===== src/rtl/blink_arbiter.sv =====
// blink_arbiter
//   Shares one board LED among four status requesters. Requests are granted
//   round-robin; the owner gets CNT blinks (0 means 16) timed by an internal
//   prescaler. A forced dark gap follows before the next owner.
//
// Ports
//   CLK50  in   1   sole clock
//   RST    in   1   asynchronous, active-high reset
//   REQ    in   4   level request per requester
//   CNT    in   16  CNT[4i+3:4i] = blink count for requester i, 0 means 16
//   ACK    out  4   one-cycle pulse, request granted and count latched
//   DONE   out  4   one-cycle pulse, sequence plus gap finished
//   BUSY   out  1   high while not IDLE
//   OWNER  out  2   current / last granted requester
//   LED    out  1   LED drive, 1 = on
//
// state | meaning
// ------+------------------------------------------------------------
// IDLE  | LED dark, prescaler held at 0, arbitrating pending requests
// ON    | LED lit for one half-period
// OFF   | LED dark between blinks, decides next blink or gap
// GAP   | forced dark for GAP_HALVES half-periods before release

module blink_arbiter #(
    parameter int TICK_DIV   = 12_500_000,
    parameter int GAP_HALVES = 4
) (
    input  logic        CLK50,
    input  logic        RST,
    input  logic [3:0]  REQ,
    input  logic [15:0] CNT,
    output logic [3:0]  ACK,
    output logic [3:0]  DONE,
    output logic        BUSY,
    output logic [1:0]  OWNER,
    output logic        LED
);

    localparam int PW = (TICK_DIV > 1) ? $clog2(TICK_DIV) : 1;
    localparam int GW = $clog2(GAP_HALVES + 1);

    localparam logic [PW-1:0] TICK_MAX = PW'(TICK_DIV - 1);
    localparam logic [GW-1:0] GAP_LAST = GW'(GAP_HALVES - 1);

    localparam logic [1:0] S_IDLE = 2'd0;
    localparam logic [1:0] S_ON   = 2'd1;
    localparam logic [1:0] S_OFF  = 2'd2;
    localparam logic [1:0] S_GAP  = 2'd3;

    logic [1:0]    state_q,     state_d;
    logic [PW-1:0] presc_q,     presc_d;
    logic [4:0]    remaining_q, remaining_d;
    logic [GW-1:0] gap_q,       gap_d;
    logic [1:0]    ptr_q,       ptr_d;
    logic [1:0]    owner_q,     owner_d;
    logic [3:0]    ack_q,       ack_d;
    logic [3:0]    done_q,      done_d;
    logic          busy_q,      busy_d;
    logic          led_q,       led_d;

    logic          tick;
    logic          found;
    logic [1:0]    win;
    logic [1:0]    cand;
    logic [3:0]    cnt_w;

    always_comb begin
        found = 1'b0;
        win   = 2'd0;
        cand  = 2'd0;
        // Search starts just after the last owner; i=4 wraps back to the
        // last owner itself so a lone requester can be granted again.
        for (int i = 1; i <= 4; i++) begin
            cand = ptr_q + 2'(i);
            if (!found && REQ[cand]) begin
                found = 1'b1;
                win   = cand;
            end
        end
        cnt_w = CNT[{win, 2'b00} +: 4];
    end

    always_comb begin
        tick        = (presc_q == TICK_MAX);
        state_d     = state_q;
        remaining_d = remaining_q;
        gap_d       = gap_q;
        ptr_d       = ptr_q;
        owner_d     = owner_q;
        ack_d       = 4'b0000;
        done_d      = 4'b0000;

        // Held at 0 in IDLE so the first ON half-period after a grant is full length.
        if (state_q == S_IDLE || tick) presc_d = '0;
        else                           presc_d = presc_q + 1'b1;

        case (state_q)
            S_IDLE: begin
                if (found) begin
                    state_d     = S_ON;
                    ack_d       = 4'b0001 << win;
                    owner_d     = win;
                    ptr_d       = win;
                    remaining_d = (cnt_w == 4'd0) ? 5'd16 : {1'b0, cnt_w};
                end
            end
            S_ON: begin
                if (tick) state_d = S_OFF;
            end
            S_OFF: begin
                if (tick) begin
                    remaining_d = remaining_q - 5'd1;
                    if (remaining_q > 5'd1) begin
                        state_d = S_ON;
                    end else begin
                        state_d = S_GAP;
                        gap_d   = GAP_LAST;
                    end
                end
            end
            default: begin
                if (tick) begin
                    if (gap_q == '0) begin
                        state_d = S_IDLE;
                        done_d  = 4'b0001 << owner_q;
                    end else begin
                        gap_d = gap_q - 1'b1;
                    end
                end
            end
        endcase

        led_d  = (state_d == S_ON);
        busy_d = (state_d != S_IDLE);
    end

    always_ff @(posedge CLK50 or posedge RST) begin
        if (RST) begin
            state_q     <= S_IDLE;
            presc_q     <= '0;
            remaining_q <= 5'd0;
            gap_q       <= '0;
            ptr_q       <= 2'd3;
            owner_q     <= 2'd0;
            ack_q       <= 4'b0000;
            done_q      <= 4'b0000;
            busy_q      <= 1'b0;
            led_q       <= 1'b0;
        end else begin
            state_q     <= state_d;
            presc_q     <= presc_d;
            remaining_q <= remaining_d;
            gap_q       <= gap_d;
            ptr_q       <= ptr_d;
            owner_q     <= owner_d;
            ack_q       <= ack_d;
            done_q      <= done_d;
            busy_q      <= busy_d;
            led_q       <= led_d;
        end
    end

    assign ACK   = ack_q;
    assign DONE  = done_q;
    assign BUSY  = busy_q;
    assign OWNER = owner_q;
    assign LED   = led_q;

endmodule


===== config.mk =====
export PLATFORM = sky130hd
export DESIGN_NAME = blink_arbiter
export DESIGN_NICKNAME = d
export VERILOG_FILES = /design/src/rtl/blink_arbiter.sv
export SDC_FILE = /design/constraint.sdc
export NUM_CORES = 1
export LEC_CHECK = 0
export ABC_AREA = 1
export BUFFER_PORTS_ARGS = -buffer_cell sky130_fd_sc_hd__buf_2
export CAP_MARGIN = 20
export CORE_MARGIN = 5
export CORE_UTILIZATION = 45
export CTS_BUF_LIST = sky130_fd_sc_hd__clkbuf_8
export DETAILED_ROUTE_END_ITERATION = 10
export PLACE_DENSITY = 0.66
export SYNTH_ARGS = -nofsm -noshare
export SYNTH_HDL_FRONTEND = slang
export SYNTH_SLANG_ARGS = --single-unit

===== constraint.sdc =====
create_clock -name CLK50 -period 3.57 [get_ports CLK50]
set_clock_uncertainty 0.2 [all_clocks]
set_input_delay 0.357 -clock CLK50 [delete_from_list [all_inputs] [get_ports CLK50]]
set_output_delay 0.357 -clock CLK50 [all_outputs]
set_load 0.1 [all_outputs]

==> results.md <==
* Met1 Track Usage GR at 0.238
* Worst slew pin tran at 0.500 ns
* Final TNS setup at 0 ns
* Largest net degree at the start of global routing at 49
* Most common cell after layout, fill and taps aside: nand2_1
* Tmin final at 2.31 ns
* HPWL after DPL at 4790 um
* Clock latency on the worst-skew pair at 0.31 ns
* Crit path cell chain: inv_8 > nand2_2 > nand2_2 > nand2_2 > nand2_4 > nor2_4 > nand2_1 > nor2_2 > nor2_4 > inv_2 > nand3_1 > nand3_1 > nor2_1 > nand2_1 > nand2_1 > nand2_1 > nand2_1
* Drt via density at 5.21
* Global route overflow at 0
* Final Non-Filler Cells at 494
* Hold Crit Depth at 1
* Class of the worst hold path: flip-flop to flip-flop
* Met3 Usage GRT at 0.0376
* GPL Wtd Cong at 0.912
* Final Cell Area at 0.00329 mm2
* Cell Area, Synth at 0.00289 mm2
* Worst Path Required at 3.57 ns
* IO buf count at 33
* Routed WL at 6460 um
* Syn Area/Cell at 7.64 um2
* Flop2flop setup slack at 1.26 ns
* Post-Place Cells at 484
* Endpoints failing setup at 0
* Clock net sink count at 48
* Synth Area in XOR/XNOR at 0.0182
* Clk root buf: clkbuf_8
* Chip height at 90.2 um
* Share of the synthesized area in the top cell type at 0.398
* H-tree depth at 2
* Max VDD drop at 0.000225 V
* Core box area at 0.00631 mm2
* Period Utilization, post-route at 0.646
* Clk buf depth at 2
* Gate Count Post-Synth at 379
* Post-DP Area at 0.00313 mm2
* All-Layer GR Usage at 0.166
* YS warnings at 0
* Worst-path clk slew at 0.10 ns
* Layout cells sized above 1 at 0.221
* Final core occ at 0.521
* Post-synthesis mux area share at 0.00389
* Maxcap violations at 0
* Vias in the first global route at 2489
* Routed WL per cell at 13.1 um
* CTS tree: yes
* Post-place setup slack at 1.29 ns
* 1st-iter DRT viols at 155
* Ant. Diodes at 0
* Synthesized flop and latch total at 48
* Post-Syn Nets at 406
* Die ar. at 0.00814 mm2
* Startpoint type of the worst setup path: flip-flop
* IO Pins at 34
* DIE WIDTH at 90.2 um
* Busiest grt layer: met2
* RR Startpoint: ptr_q[0]$_DFFE_PP1P_
* Simple-gate portion of the synthesized area at 0.373
* Setup Crit Path Kind: flip-flop to flip-flop
* Leak at 0.00165 uW
* Unrepaired setup endpoints after global routing: false
* Rows at 29
* Post CTS Setup Buffer Count at 0
* Total CTS buffers at 5
* Layout fillers at 637
* Worst Path Max Fanout at 8
* Adder-Cell Fraction of Synth Area at 0.0216
* First-pass GRT wire length at 11400 um
* Final Max Slew Viols at 0
* Starting density of the core at 0.458
* PnR worst setup slack at 1.26 ns
* Synth unique cells at 36
* Antenna-violating nets left at 0
* Antenna violations before repair at 0
* Vias at 2576
* CP max-delay cell: dfstp_2
* Reg2Reg Depth at 17
* Pre-antenna DRT Iters at 4
* Synth top area cells: dfrtp_1 40%, nand2_1 11%, inv_1 5.3%
* Most frequent cells in the layout: 82 x nand2_1, 46 x dfrtp_1, 40 x inv_1, 39 x nor2_1, 33 x buf_2
* Area of the multi-input gates at 0.00146 mm2
* CP arrival at 2.31 ns
* Storage element area at 0.00120 mm2
* Fmax achieved at 0.434 GHz
* Grt met2 use at 0.252
* Compound-cell area share of the yosys netlist at 0.0886
* Largest family of logic cells by synthesized area: simple AND/OR/NAND/NOR gates
* Final nets at 443
* Status: completed
* Yosys top cell by area: dfrtp_1
* Worst Hold End: presc_q[0]$_DFF_PP0_
* Worst Setup End Kind: flip-flop
* Layout area overhead at 13.6%
* PD cells at 321 mW/mm2
* Crit path largest cell delay at 0.67 ns
* Critical Path Most Common Cell: nand2_1
* Final Hold Viols at 0
* Worst slew margin at 0.667
* CTS-repair resized insts at 0
* Post-synthesis sequential area ratio at 0.416
* Hold Startpoint: presc_q[0]$_DFF_PP0_
* Residual DRC count at 0
* Crit Reg-Reg Endpoint: remaining_q[4]$_DFFE_PP0P_
## cells in the mapped netlist
master     count
nor3_4         1
ha_1           5
clkinv_1       2
xor2_1         3
buf_6          1
nor2_2         5
dfstp_2        2
clkbuf_1       3
dfrtp_1       46
nand4_1       10
inv_8          1
nor2_4         4
o21ai_0       20
a31oi_1        3
nand3_1       24
nor3_2         2
o21ai_1        2
nand2_4        3
inv_1         41
a21oi_1       16
nor3_1        17
a21oi_4        1
o2111ai_1      1
xnor2_1        3
buf_2          2
a22oi_1        1
inv_2          6
nand2_2       18
nor2_1        39
mux2_2         1
nor4_1         7
o31ai_1        2
nand3_4        1
nor3b_1        1
nand2_1       82
nand3_2        3
## critical path: cells and delay by family (launching register included)
kind	cells	cell delay, ns
DFF	1	0.67
buffers and inverters	2	0.18
and+or+nand+nor	15	1.13
## per-layer routing
metal | vias up | part of all wire | routed length [um]
met5 | - | 0 | 0
met4 | 0 | 0.0085 | 55
met3 | 5 | 0.042 | 272
met2 | 48 | 0.45 | 2920
met1 | 1211 | 0.50 | 3220
li1 | 1312 | - | -
## how the worst max path moves through the flow
stage                                     from                    endpoint  slack, ns  cells after the start
final                     ptr_q[0]$_DFFE_PP1P_  remaining_q[4]$_DFFE_PP0P_       1.26                     17
after global routing      presc_q[0]$_DFF_PP0_       presc_q[22]$_DFF_PP0_       1.01                     14
after CTS                 ptr_q[0]$_DFFE_PP1P_  remaining_q[4]$_DFFE_PP0P_       1.26                     17
after detailed placement  presc_q[0]$_DFF_PP0_       presc_q[22]$_DFF_PP0_       1.29                     14
after global placement    presc_q[0]$_DFF_PP0_       presc_q[22]$_DFF_PP0_       1.32                     14
after floorplan           ptr_q[0]$_DFFE_PP1P_  remaining_q[4]$_DFFE_PP0P_       1.50                     18
## stage by stage
| stage | hold WS (ns) | power (uW) |
|---|---|---|
| after global routing | 0.294 | 1100 |
| after global placement | 0.248 | 623 |
| after CTS | 0.118 | 1060 |
| final | 0.262 | 1050 |
| after detailed placement | 0.259 | 624 |
| after floorplan | 0.233 | 601 |
## cells by family after synthesis
kind of cell | count (synthesis)
adder cells (fa/ha/maj) | 5
AND/OR/NAND/NOR | 217
buffers and inverters | 56
AO/OA/AOI/OAI | 46
XOR/XNOR | 6
flip-flops | 48
multiplexers | 1
## report_power, final
part | switching, uW | leakage, uW | internal [uW]
registers | 0 | 0.000613 | 543
logic | 46.3 | 0.000976 | 26.5
clock network | 190 | 0.0000645 | 247
## what timing repair did
action | CTS | global route
hold buffers | 0 | 1
endpoints found under the setup margin | 0 | 0
endpoints found under the hold margin | 0 | 15
## final cells by class
type / count / share of cell area
tap: 77 / 0.0293
clock buffer: 7 / 0.0293
inverter: 50 / 0.0594
timing repair buffer: 36 / 0.0617
sequential: 48 / 0.366
clock inverter: 1 / 0.00914
multi-input combinational: 275 / 0.445
## flip-flops by register name, indices dropped and copies added, names as in the netlist
| signal | cells |
|---|---|
| remaining_q | 5 |
| ptr_q | 2 |
| DONE | 4 |
| LED | 1 |
| presc_q | 24 |
| OWNER | 2 |
| BUSY | 1 |
| gap_q | 3 |
| state_q | 2 |
| ACK | 4 |
Power figures use the tool's default switching activity.
